<file path="config.mk">
export PLATFORM = sky130hd
export DESIGN_NAME = plru_cru
export DESIGN_NICKNAME = d
export VERILOG_FILES = /design/src/rtl/cache_pkg.sv /design/src/rtl/plru_tree.sv /design/src/rtl/plru_cru.sv
export SDC_FILE = /design/constraint.sdc
export NUM_CORES = 1
export LEC_CHECK = 0
export CAP_MARGIN = 10
export CORE_MARGIN = 2
export CORE_UTILIZATION = 53
export DETAILED_ROUTE_END_ITERATION = 16
export PLACE_DENSITY = 0.91
export SYNTH_ARGS = -nofsm -noshare
export SYNTH_HDL_FRONTEND = slang
export SYNTH_SLANG_ARGS = --single-unit
</file>
<file path="constraint.sdc">
create_clock -name clk -period 3.27 [get_ports clk]
set_clock_uncertainty 0.15 [all_clocks]
set_input_delay 0.654 -clock clk [delete_from_list [all_inputs] [get_ports clk]]
set_output_delay 0.654 -clock clk [all_outputs]
set_load 0.02 [all_outputs]
</file>
<file path="src/rtl/cache_pkg.sv">
// Shared cache address helpers: field widths, the default address layout and way-index sizing.
package cache_pkg;

  function automatic int unsigned offset_width(input int unsigned block_size);
    return (block_size > 8) ? $clog2(block_size / 8) : 0;
  endfunction

  function automatic int unsigned set_width(input int unsigned num_sets);
    return $clog2(num_sets);
  endfunction

  function automatic int unsigned tag_width(input int unsigned addr_size,
                                            input int unsigned num_sets,
                                            input int unsigned block_size);
    return addr_size - set_width(num_sets) - offset_width(block_size);
  endfunction

  function automatic int unsigned way_width(input int unsigned num_ways);
    return (num_ways > 2) ? $clog2(num_ways) : 1;
  endfunction

  localparam int unsigned CACHE_ADDR_SIZE  = 32;
  localparam int unsigned CACHE_NUM_SETS   = 16;
  localparam int unsigned CACHE_BLOCK_SIZE = 32;
  localparam int unsigned CACHE_NUM_WAYS   = 4;

  localparam int unsigned CACHE_OFF_W = offset_width(CACHE_BLOCK_SIZE);
  localparam int unsigned CACHE_SET_W = set_width(CACHE_NUM_SETS);
  localparam int unsigned CACHE_TAG_W = tag_width(CACHE_ADDR_SIZE, CACHE_NUM_SETS, CACHE_BLOCK_SIZE);
  localparam int unsigned CACHE_WAY_W = way_width(CACHE_NUM_WAYS);

  typedef struct packed {
    logic [CACHE_TAG_W-1:0] tag;
    logic [CACHE_SET_W-1:0] set_idx;
    logic [CACHE_OFF_W-1:0] byte_offset;
  } cache_addr_t;

endpackage

</file>
<file path="src/rtl/plru_tree.sv">
// Combinational pseudo-LRU tree for one set: walks the heap-ordered bits to the victim leaf
// and produces the bits after touching a given way (path nodes point away from it).
module plru_tree
  import cache_pkg::*;
#(
  parameter int unsigned NUM_WAYS = 4,
  localparam int unsigned WAY_W = way_width(NUM_WAYS)
) (
  input  logic [NUM_WAYS-2:0] i_bits,
  input  logic [WAY_W-1:0]    i_touch_way,
  output logic [WAY_W-1:0]    o_victim,
  output logic [NUM_WAYS-2:0] o_next_bits
);

  localparam int unsigned LEVELS = $clog2(NUM_WAYS);

  always_comb begin
    int node;
    o_victim = '0;
    node     = 0;
    for (int lvl = 0; lvl < LEVELS; lvl++) begin
      o_victim[LEVELS-1-lvl] = i_bits[node];
      node = 2 * node + (i_bits[node] ? 2 : 1);
    end
  end

  // The root decides the way MSB, so the touched way is walked MSB first.
  always_comb begin
    int node;
    o_next_bits = i_bits;
    node        = 0;
    for (int lvl = 0; lvl < LEVELS; lvl++) begin
      o_next_bits[node] = ~i_touch_way[LEVELS-1-lvl];
      node = 2 * node + (i_touch_way[LEVELS-1-lvl] ? 2 : 1);
    end
  end

endmodule

</file>
<file path="src/rtl/plru_cru.sv">
// Tree pseudo-LRU replacement unit: per-set tree state, combinational victim, replace-over-access updates.
// Optional PLRU_INVALID_FIRST_EN: adds valid_mask and prefers the lowest invalid way as victim.
module plru_cru
  import cache_pkg::*;
#(
  parameter int unsigned ADDR_SIZE  = 32,
  parameter int unsigned NUM_SETS   = 16,
  parameter int unsigned BLOCK_SIZE = 32,
  parameter int unsigned NUM_WAYS   = 4,
  localparam int unsigned WAY_W = way_width(NUM_WAYS)
) (
  input  logic                 clk,
  input  logic                 rst,
  input  logic [ADDR_SIZE-1:0] addr,
  input  logic                 access,
  input  logic [WAY_W-1:0]     access_way,
  input  logic                 replace,
`ifdef PLRU_INVALID_FIRST_EN
  input  logic [NUM_WAYS-1:0]  valid_mask,
`endif
  output logic [WAY_W-1:0]     victim
);

  localparam int unsigned OFF_W = offset_width(BLOCK_SIZE);
  localparam int unsigned SET_W = set_width(NUM_SETS);
  localparam int unsigned NODES = NUM_WAYS - 1;

  logic [NODES-1:0] r_tree [NUM_SETS];

  logic [SET_W-1:0] w_set;
  logic [NODES-1:0] w_bits;
  logic [NODES-1:0] w_next_bits;
  logic [WAY_W-1:0] w_tree_victim;
  logic [WAY_W-1:0] w_victim;
  logic [WAY_W-1:0] w_touch_way;
  logic             w_update;
  logic             w_unused_addr;

  // Tag and byte-offset bits do not take part in replacement.
  assign w_unused_addr = ^addr;
  assign w_set         = addr[OFF_W +: SET_W];
  assign w_bits        = r_tree[w_set];

  plru_tree #(
    .NUM_WAYS (NUM_WAYS)
  ) u_tree (
    .i_bits      (w_bits),
    .i_touch_way (w_touch_way),
    .o_victim    (w_tree_victim),
    .o_next_bits (w_next_bits)
  );

`ifdef PLRU_INVALID_FIRST_EN
  always_comb begin
    w_victim = w_tree_victim;
    for (int i = NUM_WAYS - 1; i >= 0; i--) begin
      if (!valid_mask[i]) begin
        w_victim = WAY_W'(i);
      end
    end
  end
`else
  assign w_victim = w_tree_victim;
`endif

  // A fill consumes the reported victim and wins over a same-cycle hit.
  assign w_touch_way = replace ? w_victim : access_way;
  assign w_update    = replace | access;
  assign victim      = w_victim;

  generate
    for (genvar gi = 0; gi < NUM_SETS; gi++) begin : g_set
      always_ff @(posedge clk) begin
        if (rst) begin
          r_tree[gi] <= '0;
        end else if (w_update && (w_set == SET_W'(gi))) begin
          r_tree[gi] <= w_next_bits;
        end
      end
    end
  endgenerate

endmodule

</file>
==> run_results.csv <==
group,metric,value,unit
outcome,outcome,"complete, no violations",
timing,finalHoldViolCount,0,
placed_design,dpl_worst_slack,-0.810,ns
clock_tree,cts.htree.levels,2,
worst_setup_path,crit_type,"in2out",
drt,drt_wl_total,5.55,mm
timing,slew_violations,0,
power_and_ir_drop,swShare,25.8,%
timing,rsz0062_at_grt,"no",
final_layout,layout-drive-gt1-share,31.0,%
timing,tightestPinTransition,0.712,ns
final_layout,syn_to_final_growth,16.5,%
power_and_ir_drop,power_density,439,nW/um2
clock_tree,cts_root_buf,"clkbuf_8",
yosys,yosysWarnings,0,
timing,clock.fmax,316,MHz
worst_setup_path,regToRegStartpoint,"r_tree[10][1]$_SDFFCE_PN0P_",
yosys,synth_edf_count,48,
yosys,ys.flop_type,"edfxtp_1",
clock_tree,cts.clk_slew.worst_paths,0.08,ns
die,fp.dieW,73.2,um
power_and_ir_drop,vdd_drop_max,195,uV
die,die_height,73.2,um
die,coreArea,4660,um2
power_and_ir_drop,pwr-share-clk,26.7,%
die,dieArea,5360,um2
grt,grt_max_degree,17,
final_layout,reg_top3,"r_tree (48)",
power_and_ir_drop,p_comb_share,18.3,%
grt,grt_pass1_wl,8.69,mm
timing,fin_hold_ws,1.04,ns
drt,ant_nets,0,
die,start_util,54.5,%
yosys,ys_types,25,
yosys,synthesis.nets,233,
worst_setup_path,required,2.47,ns
drt,drtPass1Iterations,4,
die,io-pin-count,40,
grt,overflow,0,
hold_path,hp-start,"addr[5]",
final_layout,largest-register,"r_tree",
timing,setup_ws,0.101,ns
yosys,syn_inst,195,
timing,finalCriticalPeriod,3.17,ns
yosys,seq_area_frac_synth,56.8,%
final_layout,mostFrequentLayoutCells,"48 x edfxtp_1, 47 x nor2_1, 22 x buf_4",
drt,drc,0,
power_and_ir_drop,seqPwrFrac,55.0,%
yosys,synth.avg_cell_area,13.0,um2
clock_tree,cts_tree,"yes",
power_and_ir_drop,total_power,1300,uW
timing,post-route-period-util,96.9,%
clock_tree,clk_path_buf_depth,2,
grt,antenna_found_initial,0,
yosys,syn_area,2540,um2
clock_tree,ctsHoldBuffers,0,
final_layout,final_common_cell,"edfxtp_1",
final_layout,largest_reg_flops,48,
timing,fin_setup_tns,0,ns
worst_setup_path,crit_path_max_fanout,5,
final_layout,num-nets-final,266,
worst_setup_path,r2r_cells,8,
drt,wire_per_inst,19.6,um
clock_tree,numCtsBuffers,5,
worst_setup_path,critPathLaunchType,"input pin",
placed_design,place_hpwl,4.08,mm
run,max_cap_violations,0,
power_and_ir_drop,p_sw,335,uW
drt,vias,1759,
grt,grt_usage,22.5,%
yosys,ys_seq_elements,48,
grt,grt_pass1_vias,1727,
drt,drtIter0Drc,133,
placed_design,gp_congestion,0.870,
worst_setup_path,arrival,2.36,ns
power_and_ir_drop,leakagePower,0.00113,uW
clock_tree,cts.sinks,48,
clock_tree,insertion_delay,0.30,ns
yosys,synthArstFlopShare,0,%
placed_design,port_buffers,11,
power_and_ir_drop,p_int,964,uW
worst_setup_path,end_kind,"primary output",
final_layout,fin_util,63.5,%
hold_path,min_path_cells,4,
die,rows,25,
timing,setup_viol,0,
worst_setup_path,regToRegEndpoint,"r_tree[10][1]$_SDFFCE_PN0P_",
drt,drt-vias-per-instance,6.22,
hold_path,hold_class,"in2reg",
final_layout,diodes,0,
timing,relSlewSlack,52.3,%
hold_path,worst_hold_path.endpoint,"r_tree[12][0]$_SDFFCE_PN0P_",
worst_setup_path,r2r_setup_slack,0.78,ns
[Yosys cell counts (3+ instances only)]
library cell / instances / area share, %
edfxtp_1: 48 / 57
nor2_4: 4 / 1.8
a31o_2: 4 / 1.4
mux2_2: 4 / 1.8
nor2_2: 6 / 1.5
a21o_1: 12 / 3.5
nor2b_1: 4 / 0.99
clkbuf_1: 6 / 0.89
mux2i_1: 7 / 2.8
mux4_2: 11 / 9.8
nor3_1: 3 / 0.59
nand2_1: 19 / 2.8
nor2_1: 47 / 6.9
[repair_timing]
item	4_1_cts	5_1_grt
endpoints found under the setup margin	4	0
endpoints found under the hold margin	0	0
gates resized for setup	16	0
buffers inserted	2	0
[power by group through the flow]
| stage | combinational, uW | clock, uW | sequential (uW) |
|---|---|---|---|
| floorplan | 152 | 0 | 721 |
| global placement | 223 | 0 | 725 |
| detailed placement | 228 | 0 | 728 |
| CTS | 236 | 351 | 714 |
| global route | 253 | 372 | 716 |
| finish | 237 | 347 | 715 |
[worst max-delay path, cell delays in order]
cell	delay, ns
buf_2	0.12
buf_12	0.12
mux4_2	0.51
mux4_2	0.53
a31oi_1	0.18
o21ai_1	0.08
buf_4	0.16
[cell families after synthesis]
family                    synth area share [%]
xor gates and xnor gates                  1.38
buffers and inverters                     3.06
and+or+nand+nor                           14.6
DFF                                       56.8
muxes                                     17.0
AOI/OAI and AO/OA                         7.25
[per-stage QoR]
stage	instance area, um2	std cells
global route	2960	283
detailed placement	2830	273
finish	2960	283
floorplan	2540	195
global placement	2830	273
CTS	2960	283
[cell type report]
cell class                 instances  area (um2)
inverter                           2        7.51
tap                               54        67.6
clock inverter                     3        23.8
clock buffer                       5        68.8
multi-input combinational        135        1010
fill                             342        1700
timing repair buffer              36         337
sequential                        48        1440
[per-layer routing]
| layer | share of wire, % | wire length, um | global-route usage, % |
|---|---|---|---|
| met1 | 36 | 2000 | 28.0 |
| met2 | 52 | 2900 | 39.0 |
| met3 | 9.7 | 538 | 4.14 |
| met4 | 2.0 | 112 | 8.64 |
| met5 | 0 | 0 | 0 |
[how the worst max path moves through the flow]
| stage | from | end | slack (ns) | cells after the start |
|---|---|---|---|---|
| after global routing | addr[3] | victim[0] | 0.04 | 7 |
| final | addr[3] | victim[0] | 0.10 | 7 |
| after detailed placement | addr[3] | victim[0] | -0.81 | 7 |
| after global placement | addr[3] | victim[0] | -0.80 | 7 |
| after CTS | addr[3] | victim[0] | 0.09 | 7 |
| after floorplan | addr[3] | victim[0] | 0.08 | 5 |
(Power assumes the default switching activity.)
